<file path="config.mk">
export PLATFORM = sky130hd
export DESIGN_NAME = mac_driver_flat
export DESIGN_NICKNAME = d
export VERILOG_FILES = /design/src/rtl/mac_driver_if.sv /design/src/rtl/mac_driver.sv /design/src/flat_wrapper.sv
export SDC_FILE = /design/constraint.sdc
export NUM_CORES = 1
export LEC_CHECK = 0
export CORE_MARGIN = 3
export CORE_UTILIZATION = 26
export CTS_BUF_LIST = sky130_fd_sc_hd__clkbuf_8
export CTS_CLUSTER_DIAMETER = 30
export CTS_CLUSTER_SIZE = 8
export DETAILED_ROUTE_END_ITERATION = 6
export PLACE_DENSITY_LB_ADDON = 0.12
export SLEW_MARGIN = 20
export SYNTH_ARGS = -nofsm -noshare
export SYNTH_HDL_FRONTEND = slang
export SYNTH_SLANG_ARGS = --single-unit
</file>
<file path="constraint.sdc">
create_clock -name clk -period 4.5 [get_ports clk]
set_input_delay 0.675 -clock clk [delete_from_list [all_inputs] [get_ports clk]]
set_output_delay 0.675 -clock clk [all_outputs]
set_load 0.01 [all_outputs]
</file>
<file path="src/rtl/mac_driver_if.sv">
// mac_driver_if: bundles every non-clock/reset signal of mac_driver.
//   master : the driver side (mac_driver itself).
//   slave  : the environment (operand fetch, MAC instance, result writeback).
// Signals: job request (start, cfg_len, cfg_bias, busy), operand stream
// (op_valid/op_ready/op_a/op_b), MAC pins (mac_*), result stream
// (res_valid/res_ready/res_data/res_sat).
interface mac_driver_if #(
  parameter int unsigned A_WIDTH           = 8,
  parameter int unsigned B_WIDTH           = 8,
  parameter int unsigned ACCUMULATOR_WIDTH = 16,
  parameter int unsigned OUTPUT_WIDTH      = 8,
  parameter int unsigned MAX_LEN           = 256,
  parameter int unsigned LEN_WIDTH         = $clog2(MAX_LEN + 1)
);
  logic                         start;
  logic [LEN_WIDTH-1:0]         cfg_len;
  logic [ACCUMULATOR_WIDTH-1:0] cfg_bias;
  logic                         busy;

  logic                         op_valid;
  logic                         op_ready;
  logic [A_WIDTH-1:0]           op_a;
  logic [B_WIDTH-1:0]           op_b;

  logic                         mac_input_valid;
  logic                         mac_accumulate_internal;
  logic [ACCUMULATOR_WIDTH-1:0] mac_partial_sum_in;
  logic [A_WIDTH-1:0]           mac_a;
  logic [B_WIDTH-1:0]           mac_b;
  logic [ACCUMULATOR_WIDTH-1:0] mac_acc;

  logic                         res_valid;
  logic                         res_ready;
  logic [OUTPUT_WIDTH-1:0]      res_data;
  logic                         res_sat;

  modport master (
    input  start, cfg_len, cfg_bias, op_valid, op_a, op_b, mac_acc, res_ready,
    output busy, op_ready, mac_input_valid, mac_accumulate_internal, mac_partial_sum_in,
           mac_a, mac_b, res_valid, res_data, res_sat
  );

  modport slave (
    output start, cfg_len, cfg_bias, op_valid, op_a, op_b, mac_acc, res_ready,
    input  busy, op_ready, mac_input_valid, mac_accumulate_internal, mac_partial_sum_in,
           mac_a, mac_b, res_valid, res_data, res_sat
  );
endinterface

</file>
<file path="src/rtl/mac_driver.sv">
// mac_driver: sequences one job of cfg_len operand pairs into a MAC, then reads the MAC
// accumulator, rescales (round half toward +inf), saturates and offers it as a result.
// Ports:
//   clk  - clock, rising edge
//   rst  - synchronous active-high reset
//   bus  - mac_driver_if.master: job request, operand stream, MAC pins, result stream
module mac_driver #(
  parameter int unsigned A_WIDTH           = 8,
  parameter int unsigned B_WIDTH           = 8,
  parameter int unsigned ACCUMULATOR_WIDTH = 16,
  parameter int unsigned OUTPUT_WIDTH      = 8,
  parameter int unsigned OUTPUT_SCALE      = 0,
  parameter int unsigned MAX_LEN           = 256
) (
  input logic          clk,
  input logic          rst,
  mac_driver_if.master bus
);
  localparam int unsigned LenWidth = $clog2(MAX_LEN + 1);
  // One guard bit so the rounding add cannot overflow.
  localparam int unsigned ExtWidth = ACCUMULATOR_WIDTH + 1;
  localparam logic signed [ExtWidth-1:0] MaxV = ExtWidth'((1 << (OUTPUT_WIDTH - 1)) - 1);
  localparam logic signed [ExtWidth-1:0] MinV = ~MaxV;

  typedef enum logic [1:0] {StIdle, StRun, StWait, StOut} state_e;

  state_e                       state_q;
  logic [LenWidth-1:0]          len_q;
  logic [LenWidth-1:0]          count_q;
  logic [ACCUMULATOR_WIDTH-1:0] bias_q;
  logic                         bias_sel_q;
  logic [OUTPUT_WIDTH-1:0]      res_data_q;
  logic                         res_sat_q;

  logic                         op_fire;
  logic                         last_op;
  logic [ACCUMULATOR_WIDTH-1:0] acc_sel;
  logic signed [ExtWidth-1:0]   acc_ext;
  logic signed [ExtWidth-1:0]   acc_rnd;
  logic                         sat_hi;
  logic                         sat_lo;
  logic [OUTPUT_WIDTH-1:0]      res_next;

  assign op_fire = (state_q == StRun) && bus.op_valid;
  assign last_op = (count_q == len_q - LenWidth'(1));

  // Zero-length jobs never touch the MAC, so the bias is the result.
  assign acc_sel = bias_sel_q ? bias_q : bus.mac_acc;
  assign acc_ext = {acc_sel[ACCUMULATOR_WIDTH-1], acc_sel};

  if (OUTPUT_SCALE > 0) begin : g_scale
    localparam logic signed [ExtWidth-1:0] RoundHalf = ExtWidth'(1) << (OUTPUT_SCALE - 1);
    logic signed [ExtWidth-1:0] acc_sum;
    assign acc_sum = acc_ext + RoundHalf;
    assign acc_rnd = acc_sum >>> OUTPUT_SCALE;
  end else begin : g_noscale
    assign acc_rnd = acc_ext;
  end

  assign sat_hi   = acc_rnd > MaxV;
  assign sat_lo   = acc_rnd < MinV;
  assign res_next = sat_hi ? MaxV[OUTPUT_WIDTH-1:0] :
                    sat_lo ? MinV[OUTPUT_WIDTH-1:0] : acc_rnd[OUTPUT_WIDTH-1:0];

  always_ff @(posedge clk) begin
    if (rst) begin
      state_q    <= StIdle;
      len_q      <= '0;
      count_q    <= '0;
      bias_q     <= '0;
      bias_sel_q <= 1'b0;
      res_data_q <= '0;
      res_sat_q  <= 1'b0;
    end else begin
      unique case (state_q)
        StIdle: begin
          if (bus.start) begin
            len_q      <= bus.cfg_len;
            bias_q     <= bus.cfg_bias;
            count_q    <= '0;
            bias_sel_q <= (bus.cfg_len == '0);
            state_q    <= (bus.cfg_len == '0) ? StWait : StRun;
          end
        end
        StRun: begin
          if (bus.op_valid) begin
            count_q <= count_q + LenWidth'(1);
            if (last_op) state_q <= StWait;
          end
        end
        StWait: begin
          res_data_q <= res_next;
          res_sat_q  <= sat_hi | sat_lo;
          state_q    <= StOut;
        end
        StOut: begin
          if (bus.res_ready) state_q <= StIdle;
        end
        default: state_q <= StIdle;
      endcase
    end
  end

  assign bus.busy      = (state_q != StIdle);
  assign bus.op_ready  = (state_q == StRun);
  assign bus.res_valid = (state_q == StOut);
  assign bus.res_data  = res_data_q;
  assign bus.res_sat   = res_sat_q;

  always_comb begin
    bus.mac_input_valid         = 1'b0;
    bus.mac_accumulate_internal = 1'b0;
    bus.mac_partial_sum_in      = '0;
    bus.mac_a                   = '0;
    bus.mac_b                   = '0;
    if (op_fire) begin
      bus.mac_input_valid         = 1'b1;
      // First term loads bias + product; the MAC's stale accumulator is ignored.
      bus.mac_accumulate_internal = (count_q != '0);
      bus.mac_partial_sum_in      = bias_q;
      bus.mac_a                   = bus.op_a;
      bus.mac_b                   = bus.op_b;
    end
  end
endmodule
</file>
<file path="src/flat_wrapper.sv">
// flat-port wrapper written by rule: the top's interface ports become plain ports
module mac_driver_flat 
#(
  parameter int unsigned A_WIDTH           = 8,
  parameter int unsigned B_WIDTH           = 8,
  parameter int unsigned ACCUMULATOR_WIDTH = 16,
  parameter int unsigned OUTPUT_WIDTH      = 8,
  parameter int unsigned OUTPUT_SCALE      = 0,
  parameter int unsigned MAX_LEN           = 256
)
  (clk, rst, bus_start, bus_cfg_len, bus_cfg_bias, bus_op_valid, bus_op_a, bus_op_b, bus_mac_acc, bus_res_ready, bus_busy, bus_op_ready, bus_mac_input_valid, bus_mac_accumulate_internal, bus_mac_partial_sum_in, bus_mac_a, bus_mac_b, bus_res_valid, bus_res_data, bus_res_sat);
  mac_driver_if #(.A_WIDTH(A_WIDTH), .B_WIDTH(B_WIDTH), .ACCUMULATOR_WIDTH(ACCUMULATOR_WIDTH), .OUTPUT_WIDTH(OUTPUT_WIDTH), .MAX_LEN(MAX_LEN)) bus_i ();
  input logic clk;
  input logic rst;
  input wire logic [$bits(bus_i.start)-1:0] bus_start;
  input wire logic [$bits(bus_i.cfg_len)-1:0] bus_cfg_len;
  input wire logic [$bits(bus_i.cfg_bias)-1:0] bus_cfg_bias;
  input wire logic [$bits(bus_i.op_valid)-1:0] bus_op_valid;
  input wire logic [$bits(bus_i.op_a)-1:0] bus_op_a;
  input wire logic [$bits(bus_i.op_b)-1:0] bus_op_b;
  input wire logic [$bits(bus_i.mac_acc)-1:0] bus_mac_acc;
  input wire logic [$bits(bus_i.res_ready)-1:0] bus_res_ready;
  output wire logic [$bits(bus_i.busy)-1:0] bus_busy;
  output wire logic [$bits(bus_i.op_ready)-1:0] bus_op_ready;
  output wire logic [$bits(bus_i.mac_input_valid)-1:0] bus_mac_input_valid;
  output wire logic [$bits(bus_i.mac_accumulate_internal)-1:0] bus_mac_accumulate_internal;
  output wire logic [$bits(bus_i.mac_partial_sum_in)-1:0] bus_mac_partial_sum_in;
  output wire logic [$bits(bus_i.mac_a)-1:0] bus_mac_a;
  output wire logic [$bits(bus_i.mac_b)-1:0] bus_mac_b;
  output wire logic [$bits(bus_i.res_valid)-1:0] bus_res_valid;
  output wire logic [$bits(bus_i.res_data)-1:0] bus_res_data;
  output wire logic [$bits(bus_i.res_sat)-1:0] bus_res_sat;
  assign bus_i.start = bus_start;
  assign bus_i.cfg_len = bus_cfg_len;
  assign bus_i.cfg_bias = bus_cfg_bias;
  assign bus_i.op_valid = bus_op_valid;
  assign bus_i.op_a = bus_op_a;
  assign bus_i.op_b = bus_op_b;
  assign bus_i.mac_acc = bus_mac_acc;
  assign bus_i.res_ready = bus_res_ready;
  assign bus_busy = bus_i.busy;
  assign bus_op_ready = bus_i.op_ready;
  assign bus_mac_input_valid = bus_i.mac_input_valid;
  assign bus_mac_accumulate_internal = bus_i.mac_accumulate_internal;
  assign bus_mac_partial_sum_in = bus_i.mac_partial_sum_in;
  assign bus_mac_a = bus_i.mac_a;
  assign bus_mac_b = bus_i.mac_b;
  assign bus_res_valid = bus_i.res_valid;
  assign bus_res_data = bus_i.res_data;
  assign bus_res_sat = bus_i.res_sat;
  mac_driver #(.A_WIDTH(A_WIDTH), .B_WIDTH(B_WIDTH), .ACCUMULATOR_WIDTH(ACCUMULATOR_WIDTH), .OUTPUT_WIDTH(OUTPUT_WIDTH), .OUTPUT_SCALE(OUTPUT_SCALE), .MAX_LEN(MAX_LEN)) u_core (.clk(clk), .rst(rst), .bus(bus_i));
endmodule
</file>
==> impl_metrics.env <==
export IMPL_cts_htree_levels=2
export IMPL_syn_inst=351
export IMPL_n_antenna_cell=0
export IMPL_tns_ns=0
export IMPL_core_um2=9860
export IMPL_drc_errors=0
export IMPL_vias_per_cell=4.75
export IMPL_synthMuxAreaShare_pct=5.73
export IMPL_synth_compound_area_share_pct=15.7
export IMPL_chipHeight_um=107
export IMPL_crit_required_ns=3.83
export IMPL_clock_fmax_ghz=0.320
export IMPL_area_growth_pct=47.0
export IMPL_port_buffers=107
export IMPL_synth_distinct_cells=48
export IMPL_critPathKind="input port to output port"
export IMPL_status="complete, no violations"
export IMPL_ys_ff_latch=46
export IMPL_setup_slack_ns=1.37
export IMPL_yosys_area_share_simple_pct=30.5
export IMPL_initial_core_util_pct=27.0
export IMPL_pre_cts_slack_ns=1.35
export IMPL_gr_max_usage_layer="met2"
export IMPL_power_mw=1.29
export IMPL_hold_path_class="register to register"
export IMPL_post_drt_wl_per_cell_um=14.2
export IMPL_final_hold_violation_count=0
export IMPL_antenna_found_initial=0
export IMPL_grt_util_met2_pct=23.5
export IMPL_start_kind="input port"
export IMPL_synthTopCellsByArea="dfxtp_1, nand2_1, and3_1"
export IMPL_power_ir_vdd_worst_uv=126
export IMPL_crit_top_cell="clkdlybuf4s50_1"
export IMPL_cts_sinks=46
export IMPL_syn_nets=420
export IMPL_synth_top_family_by_area="simple AND/OR/NAND/NOR gates"
export IMPL_ys_warn_count=0
export IMPL_die_area_um2=11500
export IMPL_grt_max_degree=40
export IMPL_yosys_area_top_type_share_pct=34.6
export IMPL_cp_slowest_cell="clkdlybuf4s50_1"
export IMPL_setup_violations=0
export IMPL_cts_setup_buffers=0
export IMPL_ys_flop_type="dfxtp_1"
export IMPL_grt_use_met3_pct=4.46
export IMPL_path_delay_family="buffers and inverters"
export IMPL_rsz0062_at_grt="false"
export IMPL_slew_viol_final=0
export IMPL_grt_pass1_vias=2645
export IMPL_synth_xor_area_share_pct=5.26
export IMPL_place_gp_congestion=0.795
export IMPL_crit_fanout=11
export IMPL_synth_edf_count=0
export IMPL_p_per_area_nw_per_um2=329
export IMPL_finalNetCount=512
export IMPL_crit_path_max_incr_delay_ns=0.69
export IMPL_cap_violations=0
export IMPL_tightest_slew_ns=1.03
export IMPL_drtAntennaViolNets=0
export IMPL_grt_ovfl_total=0
export IMPL_period_minus_slack_ns=3.13
export IMPL_clock_path_buffers=2
export IMPL_die_w_um=107
export IMPL_path_clk_slew_ns=0.08
export IMPL_drive_gt1_share_pct=3.83
export IMPL_numCtsBuffers=5
export IMPL_cts_tree="done"
export IMPL_yosys_area_top_type="dfxtp_1"
export IMPL_grt_total_usage_pct=14.4
export IMPL_netlist_top_cells_count="nand2_1, dfxtp_1, a21oi_1"
export IMPL_grt_pass1_wl_um=13400
export IMPL_firstDrtPassIters=4
export IMPL_holdBufCountCts=0
export IMPL_synthAdderAreaFrac_pct=3.29
export IMPL_path_buf_inv=2
export IMPL_p_leak_nw=1.50
export IMPL_dpl_hpwl_um=6120
export IMPL_skew_ns=0.0123
export IMPL_relSlewSlack_pct=30.8
export IMPL_ios=108
export IMPL_crit_arrival_ns=2.45
export IMPL_cts_resized=0
export IMPL_async_flop_share_pct=0
export IMPL_yosysSeqAreaShare_pct=34.6
export IMPL_yosysMostFrequentCell="nand2_1"
export IMPL_vias=2743
export IMPL_fin_crit_sh_pct=69.5
export IMPL_syn_cell_area_um2=2660
export IMPL_worstPathCellList="clkdlybuf4s50_1 -> and2_1 -> a21boi_0 -> clkdlybuf4s50_1"
export IMPL_cts_root_buffer="clkbuf_8"
export IMPL_insertion_delay_ns=0.30
export IMPL_cp_end_kind="output port"
export IMPL_rows=36
export IMPL_drt_iter0_drc=100
export IMPL_avgSynthCellArea_um2=7.59
export IMPL_gr_usage_met1_pct=18.7
export IMPL_routed_wl_um=8180
-- worst paths after layout --
path / start / to / slack [ns] / cells past startpoint
worst max-delay path: bus_op_valid / bus_mac_accumulate_internal / 1.37 / 4
worst min-delay path: u_core.len_q[8]$_SDFFE_PP0P_ / u_core.len_q[8]$_SDFFE_PP0P_ / 0.47 / 2
worst max register to register: u_core.bias_sel_q$_SDFFE_PP0P_ / u_core.bus.res_data[1]$_SDFFE_PP0P_ / 1.78 / 6
worst min register to register: u_core.len_q[8]$_SDFFE_PP0P_ / u_core.len_q[8]$_SDFFE_PP0P_ / 0.47 / 2
-- flip-flops by register name, indices dropped and copies added (netlist names) --
signal and count:
u_core.bias_q 16, u_core.count_q 9, u_core.bias_sel_q 1, u_core.len_q 9, u_core.state_q 2, u_core.bus.res_sat 1, u_core.bus.res_data 8
-- power by group --
part	total [mW]	switching, mW	internal (mW)
Clock	0.249	0.141	0.108
Combinational	0.534	0.275	0.259
Sequential	0.507	0.0512	0.456
Total	1.29	0.467	0.822
-- area by class of cell --
cell class | count | area (µm²)
fillers | 1015 | 5950
inverters | 11 | 41.3
clock buffers | 5 | 68.8
multi-input cells | 270 | 1610
clock inverters | 3 | 17.5
well taps | 133 | 166
flip-flops and latches | 46 | 921
repair buffers | 109 | 1090
-- through the flow --
step           utilization, %  hold WS [ns]  cells  area (µm²)
6_report                 39.7         0.473    577        3920
4_1_cts                  39.6         0.474    577        3910
2_1_floorplan               -         0.445    351        2660
5_1_grt                  39.7         0.507    577        3920
3_3_place_gp             38.8         0.459    569        3820
3_5_place_dp             38.8         0.461    569        3820
-- worst reg2reg max path, stage by stage, from the launching register on --
cell,delay (ns)
dfxtp_1,0.82
or4b_2,0.65
o22a_1,0.21
o21ai_1,0.52
o211ai_1,0.19
o21ai_0,0.12
nor2_1,0.06
-- layer usage --
| layer | vias to the layer above | share of wire [%] |
|---|---|---|
| met5 | - | 0 |
| met1 | 1244 | 46 |
| met3 | 7 | 8.8 |
| li1 | 1405 | - |
| met2 | 87 | 44 |
| met4 | 0 | 0.93 |
-- cell usage in the layout (no fill, tap or decap), types with 7 or more instances in the layout --
master,netlist,final
clkdlybuf4s50_1,0,107
nand2_1,65,65
dfxtp_1,46,46
a21oi_1,38,38
and3_1,34,34
nor2_1,23,23
mux2i_1,13,13
inv_1,11,12
xor2_1,11,11
o21ai_0,11,11
nand3_1,7,7
-- kinds of logic after synthesis --
logic type / after synthesis
buf+inv: 35
simple gates: 162
flops: 46
xor+xnor: 16
mux: 15
compound gates: 70
fa+ha+maj: 7
No activity file was read; power rests on OpenSTA's default activity.
